### config.mk
export PLATFORM = sky130hd
export DESIGN_NAME = blackjack_round_ctrl
export DESIGN_NICKNAME = d
export VERILOG_FILES = /design/src/rtl/blackjack_pkg.sv /design/src/rtl/blackjack_round_ctrl_hand_accum.sv /design/src/rtl/blackjack_round_ctrl.sv
export SDC_FILE = /design/constraint.sdc
export NUM_CORES = 1
export LEC_CHECK = 0
export BUFFER_PORTS_ARGS = -buffer_cell sky130_fd_sc_hd__buf_2
export CORE_UTILIZATION = 45
export CTS_BUF_LIST = sky130_fd_sc_hd__clkbuf_8
export CTS_CLUSTER_DIAMETER = 100
export DETAILED_ROUTE_END_ITERATION = 8
export GPL_ROUTABILITY_DRIVEN = 0
export PLACE_DENSITY = 0.71
export SETUP_SLACK_MARGIN = 0.5
export SLEW_MARGIN = 10
export SYNTH_ARGS = -nofsm -noshare
export SYNTH_HDL_FRONTEND = slang
export SYNTH_SLANG_ARGS = --single-unit
export TNS_END_PERCENT = 100
### constraint.sdc
create_clock -name clk -period 7.2 [get_ports clk]
set_clock_uncertainty 0.15 [all_clocks]
set_input_delay 0 -clock clk [delete_from_list [all_inputs] [get_ports clk]]
set_output_delay 0 -clock clk [all_outputs]
set_load 0.02 [all_outputs]
### src/rtl/blackjack_pkg.sv
// Shared types and constants for the blackjack round controller.
// Holds the state encoding, the result codes and the hand-scoring helpers.
package blackjack_pkg;

  typedef enum logic [3:0] {
    ST_IDLE,
    ST_DEAL_REQ,
    ST_DEAL_WAIT,
    ST_PLAYER,
    ST_HIT_REQ,
    ST_HIT_WAIT,
    ST_DEALER_REQ,
    ST_DEALER_WAIT,
    ST_RESULT
  } state_t;

  typedef enum logic [1:0] {
    RES_NONE = 2'b00,
    RES_PWIN = 2'b01,
    RES_DWIN = 2'b10,
    RES_PUSH = 2'b11
  } result_t;

  localparam logic [4:0] BJ_TOTAL     = 5'd21;
  localparam logic [4:0] DEALER_STAND = 5'd17;
  localparam logic [4:0] ACE_BONUS    = 5'd10;
  localparam logic [4:0] SOFT_LIMIT   = BJ_TOTAL - ACE_BONUS;
  localparam logic [4:0] SUM_MAX      = 5'd31;
  localparam logic [3:0] CARD_MAX     = 4'd10;

  function automatic logic card_ok(input logic [3:0] card);
    return (card != 4'd0) && (card <= CARD_MAX);
  endfunction

  // One ace may count as 11 only while that cannot push the hand over 21.
  function automatic logic [4:0] best_total(input logic [4:0] hard, input logic ace);
    return (ace && (hard <= SOFT_LIMIT)) ? hard + ACE_BONUS : hard;
  endfunction

  function automatic result_t compare_hands(input logic [4:0] p_best, input logic [4:0] d_best);
    if (p_best > BJ_TOTAL)      return RES_DWIN;
    else if (d_best > BJ_TOTAL) return RES_PWIN;
    else if (p_best > d_best)   return RES_PWIN;
    else if (p_best < d_best)   return RES_DWIN;
    else                        return RES_PUSH;
  endfunction

endpackage

### src/rtl/blackjack_round_ctrl_hand_accum.sv
// One hand: saturating hard sum plus ace flag, with the current best total
// and the best total the hand would have after adding the cards on its inputs.
module hand_accum
  import blackjack_pkg::*;
(
  input  logic       clk,
  input  logic       reset,
  input  logic       i_clear,
  input  logic       i_add,
  input  logic [3:0] i_card_a,
  input  logic [3:0] i_card_b,
  output logic [4:0] o_best,
  output logic [4:0] o_next_best
);

  logic [4:0] r_hard;
  logic       r_ace;
  logic [5:0] w_raw;
  logic [4:0] w_next_hard;
  logic       w_next_ace;

  assign w_raw       = {1'b0, r_hard} + {2'b00, i_card_a} + {2'b00, i_card_b};
  assign w_next_hard = (w_raw > {1'b0, SUM_MAX}) ? SUM_MAX : w_raw[4:0];
  assign w_next_ace  = r_ace | (i_card_a == 4'd1) | (i_card_b == 4'd1);

  // NOTE: non-blocking assignments so every register sees pre-edge values.
  always_ff @(posedge clk or posedge reset) begin
    if (reset) begin
      r_hard <= 5'd0;
      r_ace  <= 1'b0;
    end else if (i_clear) begin
      r_hard <= 5'd0;
      r_ace  <= 1'b0;
    end else if (i_add) begin
      r_hard <= w_next_hard;
      r_ace  <= w_next_ace;
    end
  end

  assign o_best      = best_total(r_hard, r_ace);
  assign o_next_best = best_total(w_next_hard, w_next_ace);

endmodule

### src/rtl/blackjack_round_ctrl.sv
// Blackjack round sequencer: deal, player turn, dealer turn, settle.
// Cards arrive one cycle after card_on; invalid cards are re-requested.
module blackjack_round_ctrl
  import blackjack_pkg::*;
(
  input  logic       clk,
  input  logic       reset,
  input  logic       start,
  input  logic       hit,
  input  logic       stand,
  input  logic       dbl,
  input  logic [3:0] card1_in,
  input  logic [3:0] card2_in,
  input  logic [3:0] card3_in,
  input  logic [3:0] card4_in,
  output logic       card_on,
  output logic [4:0] player_sum,
  output logic [4:0] dealer_sum,
  output logic       busy,
  output logic       done,
  output logic [1:0] result,
  output logic       doubled,
  output logic       player_bj
);

  state_t     r_state;
  state_t     w_next;
  logic       r_hit_q, r_stand_q, r_dbl_q;
  logic       r_done, r_doubled, r_player_bj;
  logic [1:0] r_player_cards;

  logic       w_hit_rise, w_stand_rise, w_dbl_rise;
  logic       w_clear, w_deal_ok, w_hit_ok, w_dealer_ok;
  logic       w_p_add, w_d_add;
  logic [3:0] w_p_card_b, w_d_card_b;
  logic [4:0] w_p_best, w_p_next, w_d_best, w_d_next;
  logic       w_two_cards, w_dealer_draws;
  logic       w_set_doubled, w_set_bj;

  assign w_hit_rise   = hit & ~r_hit_q;
  assign w_stand_rise = stand & ~r_stand_q;
  assign w_dbl_rise   = dbl & ~r_dbl_q;

  assign w_clear     = ((r_state == ST_IDLE) || (r_state == ST_RESULT)) && start;
  assign w_deal_ok   = card_ok(card1_in) && card_ok(card2_in) && card_ok(card3_in) && card_ok(card4_in);
  assign w_hit_ok    = card_ok(card1_in);
  assign w_dealer_ok = card_ok(card3_in);

  assign w_p_add    = ((r_state == ST_DEAL_WAIT) && w_deal_ok) || ((r_state == ST_HIT_WAIT) && w_hit_ok);
  assign w_d_add    = ((r_state == ST_DEAL_WAIT) && w_deal_ok) || ((r_state == ST_DEALER_WAIT) && w_dealer_ok);
  assign w_p_card_b = (r_state == ST_DEAL_WAIT) ? card2_in : 4'd0;
  assign w_d_card_b = (r_state == ST_DEAL_WAIT) ? card4_in : 4'd0;

  hand_accum u_player (
    .clk        (clk),
    .reset      (reset),
    .i_clear    (w_clear),
    .i_add      (w_p_add),
    .i_card_a   (card1_in),
    .i_card_b   (w_p_card_b),
    .o_best     (w_p_best),
    .o_next_best(w_p_next)
  );

  hand_accum u_dealer (
    .clk        (clk),
    .reset      (reset),
    .i_clear    (w_clear),
    .i_add      (w_d_add),
    .i_card_a   (card3_in),
    .i_card_b   (w_d_card_b),
    .o_best     (w_d_best),
    .o_next_best(w_d_next)
  );

  assign w_two_cards    = (r_player_cards == 2'd2);
  assign w_dealer_draws = (w_d_best < DEALER_STAND);

  // NOTE: every always_comb output gets a default first, so no path infers a latch.
  always_comb begin
    w_next        = r_state;
    w_set_doubled = 1'b0;
    w_set_bj      = 1'b0;
    case (r_state)
      ST_IDLE:        if (start) w_next = ST_DEAL_REQ;
      ST_DEAL_REQ:    w_next = ST_DEAL_WAIT;
      ST_DEAL_WAIT:   w_next = w_deal_ok ? ST_PLAYER : ST_DEAL_REQ;
      ST_PLAYER: begin
        if (w_two_cards && (w_p_best == BJ_TOTAL)) begin
          w_set_bj = 1'b1;
          w_next   = ST_RESULT;
        end else if (w_stand_rise) begin
          w_next = w_dealer_draws ? ST_DEALER_REQ : ST_RESULT;
        end else if (w_dbl_rise && w_two_cards) begin
          w_set_doubled = 1'b1;
          w_next        = ST_HIT_REQ;
        end else if (w_hit_rise) begin
          w_next = ST_HIT_REQ;
        end
      end
      ST_HIT_REQ:     w_next = ST_HIT_WAIT;
      ST_HIT_WAIT: begin
        // Decisions use the post-capture total so bust and 21 are acted on at once.
        if (!w_hit_ok)                              w_next = ST_HIT_REQ;
        else if (w_p_next > BJ_TOTAL)               w_next = ST_RESULT;
        else if ((w_p_next == BJ_TOTAL) || r_doubled) w_next = w_dealer_draws ? ST_DEALER_REQ : ST_RESULT;
        else                                        w_next = ST_PLAYER;
      end
      ST_DEALER_REQ:  w_next = ST_DEALER_WAIT;
      ST_DEALER_WAIT: begin
        if (!w_dealer_ok || (w_d_next < DEALER_STAND)) w_next = ST_DEALER_REQ;
        else                                           w_next = ST_RESULT;
      end
      ST_RESULT:      if (start) w_next = ST_DEAL_REQ;
      default:        w_next = ST_IDLE;
    endcase
  end

  always_ff @(posedge clk or posedge reset) begin
    if (reset) begin
      r_state        <= ST_IDLE;
      r_hit_q        <= 1'b0;
      r_stand_q      <= 1'b0;
      r_dbl_q        <= 1'b0;
      r_done         <= 1'b0;
      r_doubled      <= 1'b0;
      r_player_bj    <= 1'b0;
      r_player_cards <= 2'd0;
    end else begin
      r_state   <= w_next;
      r_hit_q   <= hit;
      r_stand_q <= stand;
      r_dbl_q   <= dbl;
      r_done    <= (w_next == ST_RESULT) && (r_state != ST_RESULT);
      if (w_clear) begin
        r_doubled      <= 1'b0;
        r_player_bj    <= 1'b0;
        r_player_cards <= 2'd0;
      end else begin
        if (w_set_doubled) r_doubled   <= 1'b1;
        if (w_set_bj)      r_player_bj <= 1'b1;
        if ((r_state == ST_DEAL_WAIT) && w_deal_ok)
          r_player_cards <= 2'd2;
        else if ((r_state == ST_HIT_WAIT) && w_hit_ok && (r_player_cards != 2'd3))
          r_player_cards <= r_player_cards + 2'd1;
      end
    end
  end

  assign card_on    = (r_state == ST_DEAL_REQ) || (r_state == ST_HIT_REQ) || (r_state == ST_DEALER_REQ);
  assign busy       = (r_state != ST_IDLE);
  assign done       = r_done;
  assign result     = (r_state == ST_RESULT) ? compare_hands(w_p_best, w_d_best) : RES_NONE;
  assign player_sum = w_p_best;
  assign dealer_sum = w_d_best;
  assign doubled    = r_doubled;
  assign player_bj  = r_player_bj;

endmodule

==> flow_metrics.env, run 1 <==
export IMPL_status="finished clean"
export IMPL_vias_per_cell=5.85
export IMPL_hold_end="r_state[0]$_DFF_PP0_"
export IMPL_grt_pass1_wl_um=11900
export IMPL_ys_seq_area_frac=0.209
export IMPL_hold_path_depth=5
export IMPL_final_util=0.528
export IMPL_cp_end_kind="register"
export IMPL_finalHoldViolCount=0
export IMPL_grt_pass1_vias=2567
export IMPL_setup_tns_ns=0
export IMPL_min_path_type="primary input to register"
export IMPL_min_from="start"
export IMPL_root_buffer="clkbuf_8"
export IMPL_worst_path_max_delay_cell="nor4b_4"
export IMPL_overflow=0
export IMPL_cap_violations=0
export IMPL_fillers=597
export IMPL_slew_violations=0
export IMPL_crit_reg2reg_launch="r_state[0]$_DFF_PP0_"
export IMPL_yosysWarnings=0
export IMPL_required_ns=7.20
export IMPL_regArea_um2=601
export IMPL_initial_core_util=0.476
export IMPL_htree_num_levels=1
export IMPL_cp_cell_sequence="nor4b_4 -> and2_2 -> fa_1 -> ha_1 -> fa_1 -> a21o_1 -> a21o_1 -> or2_2 -> ha_1 -> nand3b_1 -> a2111oi_2 -> o41a_1 -> nor4b_4 -> a2111oi_2 -> nor2_1"
export IMPL_clk_latency_ns=0.26
export IMPL_die_x_um=81.8
export IMPL_routed_wl_um=7080
export IMPL_post_route_drc_count=0
export IMPL_cts_sinks=24
export IMPL_vias=2690
export IMPL_ys_flop_type="dfrtp_1"
export IMPL_rsz0062_at_grt="false"
export IMPL_syn_avg_cell_area_um2=8.17
export IMPL_portBuffers=38
export IMPL_multi_input_area_mm2=0.00207
export IMPL_cts_tree="yes"
export IMPL_worstPathArrival_ns=5.06
export IMPL_layout_drive_gt1_share=0.174
export IMPL_antenna_cells=0
export IMPL_finalCritPeriodShare=0.702
export IMPL_fmax_mhz=198
export IMPL_reg2reg_to="r_state[3]$_DFF_PP0_"
export IMPL_fin_nets=442
export IMPL_cts_buffers=3
export IMPL_ff2ff_path_depth=15
export IMPL_rows=28
export IMPL_synth_edf_count=0
export IMPL_worstPathMaxFanout=11
export IMPL_coreArea_mm2=0.00603
export IMPL_antenna_violating_nets_post_route=0
export IMPL_crit_path_start_kind="register"
export IMPL_grt_max_degree=25
export IMPL_wire_per_inst_um=15.4
export IMPL_drt_first_pass_iters=4
export IMPL_io_pins=39
export IMPL_crit_type="register to register"
export IMPL_clockBufferDepth=2
export IMPL_max_stage_delay_ns=0.56
export IMPL_async_flop_share=1.00
export IMPL_max_slew_margin=0.392
export IMPL_drtIter0Drc=207
export IMPL_track_usage=0.230
export IMPL_dieHeight_um=81.8
export IMPL_synth_seq_cells=24
export IMPL_area_growth_pct=10.9
export IMPL_synthesis_nets=406
export IMPL_clk_pin_slew_ns=0.08
export IMPL_ys_types=68
export IMPL_reg2reg_setup_slack_ns=2.14
export IMPL_dp_hpwl_um=5670
export IMPL_setup_viol=0
export IMPL_antenna_found_initial=0
export IMPL_netlist_instances=351
export IMPL_synthesis_area_mm2=0.00287
export IMPL_dieArea_mm2=0.00670
export IMPL_min_period_ns=5.06
export IMPL_tightestPinTransition_ns=0.911
-- sequential cells by signal, summed over array words and instances (netlist names), 2 cells and up --
register         count
r_state              4
r_player_cards       2
u_player.r_hard      5
u_dealer.r_hard      5
-- repair_timing --
action	CTS	global route
endpoints found under the setup margin	0	0
hold endpoints to repair	28	0
hold buffers	6	0
gates resized for setup	0	0
buffers inserted	0	0
-- worst max path at each step --
stage / startpoint / to / slack (ns) / depth (start not counted)
floorplan: r_state[3]$_DFF_PP0_ / done$_DFF_PP0_ / 2.65 / 16
global placement: r_state[0]$_DFF_PP0_ / r_state[3]$_DFF_PP0_ / 2.32 / 15
detailed placement: r_state[0]$_DFF_PP0_ / done$_DFF_PP0_ / 2.16 / 15
CTS: r_state[0]$_DFF_PP0_ / done$_DFF_PP0_ / 2.16 / 15
global route: r_state[0]$_DFF_PP0_ / done$_DFF_PP0_ / 1.86 / 15
finish: r_state[0]$_DFF_PP0_ / r_state[3]$_DFF_PP0_ / 2.14 / 15
-- layout by cell type (no fill, tap or decap), types with 3 or more instances in the layout --
| cell type | count |
|---|---|
| o31ai_1 | 3 |
| buf_2 | 38 |
| xor2_1 | 4 |
| o21a_1 | 5 |
| nor2b_1 | 6 |
| o211ai_1 | 4 |
| nor2_1 | 37 |
| a21oi_1 | 27 |
| o21ai_1 | 4 |
| nor4_1 | 4 |
| xnor2_1 | 4 |
| fa_1 | 10 |
| dfrtp_1 | 24 |
| inv_1 | 32 |
| and3_1 | 3 |
| o21ai_0 | 19 |
| nor3_1 | 5 |
| and2_2 | 5 |
| clkbuf_8 | 3 |
| dlygate4sd3_1 | 6 |
| ha_1 | 23 |
| a211oi_1 | 6 |
| nand2b_1 | 6 |
| a21o_1 | 10 |
| a2111oi_2 | 3 |
| nand2_1 | 29 |
| nand3b_1 | 4 |
| a31oi_1 | 4 |
| nand3_1 | 5 |
| or2_2 | 3 |
-- metrics by stage --
stage / cells / setup slack [ns] / hold WS, ns / area [um2]
CTS: 460 / 2.16 / 0.00464 / 3180
detailed placement: 451 / 2.16 / -0.0258 / 3080
finish: 460 / 2.14 / 0.00353 / 3180
global route: 460 / 1.86 / 0.0502 / 3180
floorplan: 351 / 2.65 / -0.135 / 2870
global placement: 451 / 2.32 / -0.0286 / 3080
-- worst max-delay path: cells and delay by family (launching register included) --
kind	cells	cell delay (ns)
AOI/OAI and AO/OA	5	1.44
adders and majority gates	4	1.37
DFF	1	0.51
and+or+nand+nor	6	1.46
-- metal layers --
| metal | track usage | share of wire | vias up |
|---|---|---|---|
| li1 | - | - | 1332 |
| met3 | 0.0211 | 0.052 | 11 |
| met1 | 0.304 | 0.45 | 1268 |
| met2 | 0.393 | 0.48 | 79 |
| met5 | 0 | 0 | - |
| met4 | 0.0719 | 0.018 | 0 |
-- cell families (layout without fill, tap and decap cells) --
family          Yosys count  after routing  synth area share
xor+xnor                  8              8            0.0244
buf+inv                  46             80            0.0698
fa+ha+maj                33             33             0.170
simple gates            129            129             0.248
flops                    24             24             0.209
compound gates          110            110             0.274
mux                       1              1           0.00392
-- layout make-up --
class / instances / area share
multi-input combinational: 281 / 0.650
timing repair buffer: 45 / 0.0810
clock buffer: 3 / 0.0130
tap: 75 / 0.0295
sequential: 24 / 0.189
inverter: 32 / 0.0378
-- Yosys cell counts, types with 2 or more instances --
cell type | count | share of area
o41a_1 | 2 | 0.0078
nor2_1 | 37 | 0.048
o211ai_1 | 4 | 0.010
nor3_1 | 5 | 0.0087
o221ai_1 | 2 | 0.0061
a32oi_1 | 2 | 0.0061
nand3_1 | 5 | 0.0087
and4b_1 | 2 | 0.0070
o21ai_0 | 19 | 0.033
nand2b_1 | 6 | 0.013
buf_4 | 5 | 0.013
nor4b_1 | 2 | 0.0061
and2_1 | 2 | 0.0044
nand3b_1 | 4 | 0.010
nor3b_1 | 2 | 0.0052
o21a_1 | 5 | 0.013
nand2_1 | 29 | 0.038
xor2_1 | 4 | 0.012
and3_1 | 3 | 0.0065
a21oi_1 | 27 | 0.047
or3_1 | 2 | 0.0044
inv_1 | 32 | 0.042
a22o_1 | 2 | 0.0061
nand4_1 | 2 | 0.0044
ha_1 | 23 | 0.10
or2_2 | 3 | 0.0065
o21ai_1 | 4 | 0.0070
o31ai_1 | 3 | 0.0078
clkbuf_1 | 7 | 0.0092
and2_2 | 5 | 0.013
dfrtp_1 | 24 | 0.21
a31oi_1 | 4 | 0.0087
nor4b_4 | 2 | 0.017
a211oi_1 | 6 | 0.016
nor4_1 | 4 | 0.0087
a21o_1 | 10 | 0.026
fa_1 | 10 | 0.070
nor2b_1 | 6 | 0.013
xnor2_1 | 4 | 0.012
a2111oi_2 | 3 | 0.016
Power of run 1 is left out: the tool's default activity adds up to more than one toggle a clock period on the data nets, which glitch-free logic cannot reach.
==> run 2, diff against run 1 <==
- clock period: 7.2 -> 5.12 ns (I/O delays scaled with it)
==> run 2 against run 1 <==
Effect of this change: final area rose by 1.6%; non-clock buffer count increased by 5; register-to-register slack worse by 1.4 ns; utilization up 0.85 points; routed wire length is 0.86% higher; critical path depth did not move; flip-flop and latch count did not move; worst setup slack lost 1.4 ns; global-route usage down 0.10 points; critical endpoint unchanged; largest cell class unchanged; highest routed layer unchanged.
==> flow_metrics.env, run 2 (synthesis gave the netlist of run 1 again) <==
export IMPL_final_area_mm2=0.00323
export IMPL_antenna_violating_nets_post_route=0
export IMPL_worstPathArrival_ns=4.41
export IMPL_worstPathMaxFanout=7
export IMPL_cp_end_kind="register"
export IMPL_post_dp_cell_area_mm2=0.00309
export IMPL_max_stage_delay_ns=0.46
export IMPL_track_usage=0.229
export IMPL_rsz0062_at_grt="false"
export IMPL_cts_buffers=3
export IMPL_finalCritPeriodShare=0.862
export IMPL_io_pins=39
export IMPL_layout_drive_gt1_share=0.210
export IMPL_wl_met1_um=3370
export IMPL_antenna_cells=0
export IMPL_top_layer="met4"
export IMPL_cts_sinks=24
export IMPL_fillers=584
export IMPL_grt_pass1_vias=2543
export IMPL_drt_first_pass_iters=5
export IMPL_tightestPinTransition_ns=0.919
export IMPL_routed_wl_um=7150
export IMPL_worst_path_max_delay_cell="dfrtp_2"
export IMPL_required_ns=5.12
export IMPL_root_buffer="clkbuf_8"
export IMPL_rows=28
export IMPL_fmax_mhz=227
export IMPL_dr_wl_met2_um=3400
export IMPL_crit_path_start_kind="register"
export IMPL_layout_commonest_cell="buf_2"
export IMPL_htree_num_levels=1
export IMPL_overflow=0
export IMPL_max_slew_margin=0.386
export IMPL_dieHeight_um=81.8
export IMPL_clk_latency_ns=0.27
export IMPL_antenna_found_initial=0
export IMPL_final_cell_mix="38 x buf_2, 37 x nor2_1, 32 x inv_1"
export IMPL_vias=2715
export IMPL_drtIter0Drc=159
export IMPL_clk_pin_slew_ns=0.08
export IMPL_path_delay_family="compound AO/OA/AOI/OAI gates"
export IMPL_cp_cell_sequence="nor4b_4 -> and2_4 -> fa_1 -> ha_2 -> fa_2 -> a21o_1 -> a21o_1 -> or2_2 -> ha_1 -> nand3b_1 -> a2111oi_2 -> o41a_1 -> nor4b_4 -> a2111oi_2 -> nor2_1"
export IMPL_crit_buf_inv=0
export IMPL_crit_type="register to register"
export IMPL_grt_pass1_wl_um=11900
export IMPL_post_route_drc_count=0
export IMPL_setup_tns_ns=0
export IMPL_status="finished clean"
export IMPL_dieArea_mm2=0.00670
export IMPL_initial_core_util=0.476
export IMPL_dp_hpwl_um=5620
export IMPL_setup_viol=0
export IMPL_area_growth_pct=12.7
export IMPL_route_met3_wl_um=265
export IMPL_portBuffers=38
export IMPL_fin_nets=447
export IMPL_clockBufferDepth=2
export IMPL_coreArea_mm2=0.00603
export IMPL_min_path_type="primary input to register"
export IMPL_die_x_um=81.8
export IMPL_grt_max_degree=25
export IMPL_slew_violations=0
export IMPL_cts_tree="yes"
export IMPL_min_period_ns=4.41
export IMPL_cap_violations=0
export IMPL_vias_per_cell=5.84
export IMPL_finalHoldViolCount=0
export IMPL_wire_per_inst_um=15.4
export IMPL_top_regs="u_dealer.r_hard (5), u_player.r_hard (5), r_state (4)"
==> run 2: per-layer routing <==
metal,vias up,global-route usage
met5,-,0
met4,0,0.0632
met3,11,0.0222
met2,67,0.388
met1,1295,0.308
li1,1342,-
==> run 2: worst paths after layout <==
check                      depth (start not counted)  slack, ns                        endpoint                  start
setup / recovery                                  15       0.71            r_state[3]$_DFF_PP0_   r_state[0]$_DFF_PP0_
hold / removal                                     5      0.007            r_state[0]$_DFF_PP0_                  start
setup reg to reg                                  15       0.71            r_state[3]$_DFF_PP0_   r_state[0]$_DFF_PP0_
hold reg to reg                                    2       0.37           player_bj$_DFFE_PP0P_  player_bj$_DFFE_PP0P_
max in group asynchronous                          3       3.86            r_state[0]$_DFF_PP0_                  reset
min in group asynchronous                          3       0.34  u_dealer.r_hard[3]$_DFFE_PP0P_                  reset
==> run 2: timing repair <==
item | in CTS | in global routing
setup buffers | 0 | 6
endpoints found under the hold margin | 27 | 0
pin swaps | 1 | 5
hold buffers | 4 | 0
setup endpoints to repair | 4 | 4
resized for setup | 3 | 7
==> run 2: worst reg2reg max path: stages, from the launching register on <==
cell and delay (ns):
dfrtp_2 0.46, nor4b_4 0.32, and2_4 0.19, fa_1 0.41, ha_2 0.22, fa_2 0.40
a21o_1 0.20, a21o_1 0.22, or2_2 0.32, ha_1 0.20, nand3b_1 0.17, a2111oi_2 0.31
o41a_1 0.29, nor4b_4 0.08, a2111oi_2 0.26, nor2_1 0.09
==> run 2: layout make-up <==
type / instances / area [um2] / area share
clock buffer: 3 / 41.3 / 0.0128
tap: 75 / 93.8 / 0.0290
sequential: 24 / 606 / 0.187
inverter: 32 / 120 / 0.0372
timing repair buffer: 50 / 290 / 0.0898
multi-input combinational: 281 / 2080 / 0.644
==> run 2: metrics by stage <==
| step | setup slack, ns | hold WS [ns] | cells | util |
|---|---|---|---|---|
| detailed placement | 0.337 | -0.0253 | 452 | 0.512 |
| finish | 0.708 | 0.00711 | 465 | 0.537 |
| global placement | 0.456 | -0.0283 | 452 | 0.512 |
| CTS | 0.524 | 0.00284 | 459 | 0.527 |
| floorplan | 0.573 | -0.135 | 351 | - |
| global route | 0.514 | 0.0440 | 465 | 0.537 |
Power of run 2 is left out for the same reason.
==> run 3, diff against run 2 <==
- ABC_AREA: unset -> 1
- CELL_PAD_IN_SITES_DETAIL_PLACEMENT: unset -> 1
- CELL_PAD_IN_SITES_GLOBAL_PLACEMENT: unset -> 1
- CORE_UTILIZATION: 45 -> 43
- CTS_CLUSTER_SIZE: unset -> 16
- PLACE_DENSITY: 0.71 -> 0.89
==> run 3 against run 2 <==
Effect of this change: the flow now finishes with violations (design-rule violations); die area fell by 4.1%; worst hold slack improved by 0.012 ns; synthesized cell count is 6.6% higher; via count down 2.3%; critical path depth grew 6; utilization fell by 3.4 points; register-to-register slack gained 0.16 ns; sequential share of layout area increased by 1.4 points; final area down 7.9%; critical path type unchanged; critical endpoint is now done$_DFF_PP0_.
==> flow_metrics.env, run 3 <==
export IMPL_status="finished, violations left"
export IMPL_violations="design-rule violations"
export IMPL_worstPathArrival_ns=4.26
export IMPL_initial_core_util=0.444
export IMPL_min_path_type="primary input to register"
export IMPL_area_growth_pct=13.3
export IMPL_rows=28
export IMPL_cts_buffers=3
export IMPL_peakVddDrop_uv=425
export IMPL_yosys_area_top_type="dfrtp_1"
export IMPL_vias=2652
export IMPL_synthTopCellsByArea="dfrtp_1 23%, ha_1 11%, inv_1 9.9%"
export IMPL_portBuffers=38
export IMPL_final_util=0.503
export IMPL_ys_flop_type="dfrtp_1"
export IMPL_reg2reg_setup_slack_ns=0.86
export IMPL_final_area_mm2=0.00298
export IMPL_ys_types=34
export IMPL_finalCritPeriodShare=0.831
export IMPL_layout_commonest_cell="inv_1"
export IMPL_yosysMostFrequentCell="inv_1"
export IMPL_top_regs="u_dealer.r_hard (5), u_player.r_hard (5), r_state (4)"
export IMPL_antenna_violating_nets_post_route=0
export IMPL_io_pins=39
export IMPL_max_slew_margin=0.355
export IMPL_hold_path_depth=4
export IMPL_coreArea_mm2=0.00592
export IMPL_crit_type="register to register"
export IMPL_p_per_area_mw_per_mm2=764
export IMPL_hold_end="player_bj$_DFFE_PP0P_"
export IMPL_root_buffer="clkbuf_8"
export IMPL_die_x_um=80.2
export IMPL_pre_cts_slack_ns=0.902
export IMPL_tightestPinTransition_ns=0.957
export IMPL_syn_avg_cell_area_um2=7.02
export IMPL_total_power_mw=2.27
export IMPL_setup_ws_ns=0.864
export IMPL_postCtsSetupRepairBufs=0
export IMPL_min_from="start"
export IMPL_netlist_top_cells_count="69 x inv_1, 61 x nand2_1, 36 x nand3_1"
export IMPL_synth_edf_count=0
export IMPL_synth_top_cell_area_share=0.229
export IMPL_fmax_mhz=235
export IMPL_htree_num_levels=1
export IMPL_yosysWarnings=0
export IMPL_drtIter0Drc=81
export IMPL_wire_per_inst_um=15.4
export IMPL_dp_cells=484
export IMPL_drt_first_pass_iters=6
export IMPL_dieHeight_um=80.2
export IMPL_slew_violations=0
export IMPL_vias_per_cell=5.40
export IMPL_cp_common_cell="nand3_1"
export IMPL_cp_cell_sequence="inv_2 -> nand2_2 -> nor2_4 -> inv_1 -> nor2_1 -> fa_1 -> ha_1 -> fa_1 -> nand3_1 -> nand2_1 -> nor2_2 -> inv_1 -> ha_1 -> nor3_1 -> nand2_1 -> nand3_1 -> nand2_1 -> nand3_1 -> nand3_1 -> nor2_1 -> a21oi_1"
export IMPL_routed_wl_um=7560
export IMPL_antenna_cells=0
export IMPL_min_period_ns=4.26
export IMPL_clk_pin_slew_ns=0.09
export IMPL_synth_seq_cells=24
export IMPL_worstPathMaxFanout=8
export IMPL_ys_seq_area_frac=0.229
export IMPL_synthesis_nets=429
export IMPL_cp_end_kind="register"
export IMPL_setup_tns_ns=0
export IMPL_antenna_found_initial=0
export IMPL_cts_tree="yes"
export IMPL_cap_violations=0
export IMPL_grt_pass1_vias=2790
export IMPL_dp_hpwl_um=6260
export IMPL_crit_path_start_kind="register"
export IMPL_post_dp_cell_area_mm2=0.00289
export IMPL_fin_nets=473
export IMPL_grt_max_degree=25
export IMPL_crit_reg2reg_launch="r_state[0]$_DFF_PP0_"
export IMPL_max_stage_delay_ns=0.43
export IMPL_post_route_drc_count=1
export IMPL_instances_no_fill=491
export IMPL_worst_path_max_delay_cell="fa_1"
export IMPL_final_cell_mix="69 x inv_1, 61 x nand2_1, 38 x buf_2"
export IMPL_cts_sinks=24
export IMPL_clk_latency_ns=0.27
export IMPL_fin_worst_hold_slack_ns=0.0189
export IMPL_p_leak_nw=1.62
export IMPL_finalHoldViolCount=0
export IMPL_track_usage=0.255
export IMPL_required_ns=5.13
export IMPL_reg2reg_to="done$_DFF_PP0_"
export IMPL_clockBufferDepth=2
export IMPL_synthesis_area_mm2=0.00263
export IMPL_rsz0062_at_grt="false"
export IMPL_worstSetupStartpoint="r_state[0]$_DFF_PP0_"
export IMPL_overflow=0
export IMPL_grt_pass1_wl_um=12900
export IMPL_dieArea_mm2=0.00642
export IMPL_async_flop_share=1.00
export IMPL_netlist_instances=374
export IMPL_layout_drive_gt1_share=0.180
export IMPL_setup_viol=0
export IMPL_ff2ff_path_depth=21
## run 3: how the worst max path moves through the flow
| stage | end | slack (ns) | cells past startpoint |
|---|---|---|---|
| 3_5_place_dp | done$_DFF_PP0_ | 0.90 | 21 |
| 5_1_grt | done$_DFF_PP0_ | 0.50 | 21 |
| 4_1_cts | done$_DFF_PP0_ | 0.86 | 21 |
| 2_1_floorplan | done$_DFF_PP0_ | 1.45 | 21 |
| 6_report | done$_DFF_PP0_ | 0.86 | 21 |
| 3_3_place_gp | done$_DFF_PP0_ | 1.06 | 21 |
## run 3: layer usage
layer | wire length [um] | part of all wire | track usage
met5 | 0 | 0 | 0
met3 | 162 | 0.021 | 0.0239
met2 | 4020 | 0.53 | 0.479
met4 | 52 | 0.0069 | 0.0411
met1 | 3320 | 0.44 | 0.316
## run 3: cells by family (layout without fill, tap and decap cells)
group           Yosys count  after routing  synth area share
xor+xnor                  7              7            0.0262
fa+ha+maj                33             33             0.186
compound gates           57             57             0.123
flops                    24             24             0.229
simple gates            176            176             0.323
buf+inv                  77            119             0.113
## run 3: layout make-up
class	count	area, um2
flip-flops and latches	24	601
repair buffers	42	230
multi-input cells	273	1730
inverters	74	278
well taps	75	93.8
clock buffers	3	41.3
fillers	804	2940
## run 3: report_power, final
part           leakage [nW]  total [mW]  internal, mW  switching [mW]
clock network        0.0216       0.117        0.0528          0.0640
logic                  1.30        1.80         0.622            1.18
registers             0.306       0.360         0.259           0.101
## run 3: timing repair
item                                    4_1_cts  5_1_grt
hold buffers                                  4        0
resized for setup                             0        2
endpoints found under the setup margin        0        3
hold endpoints to repair                     27        0
## run 3: critical path, delay by kind of cell, from the launching register on
family | cells | cell delay, ns
buffers and inverters | 3 | 0.37
AOI/OAI and AO/OA | 1 | 0.10
adders and majority gates | 4 | 1.37
DFF | 1 | 0.42
and+or+nand+nor | 13 | 1.73
Power figures use the tool's default switching activity.
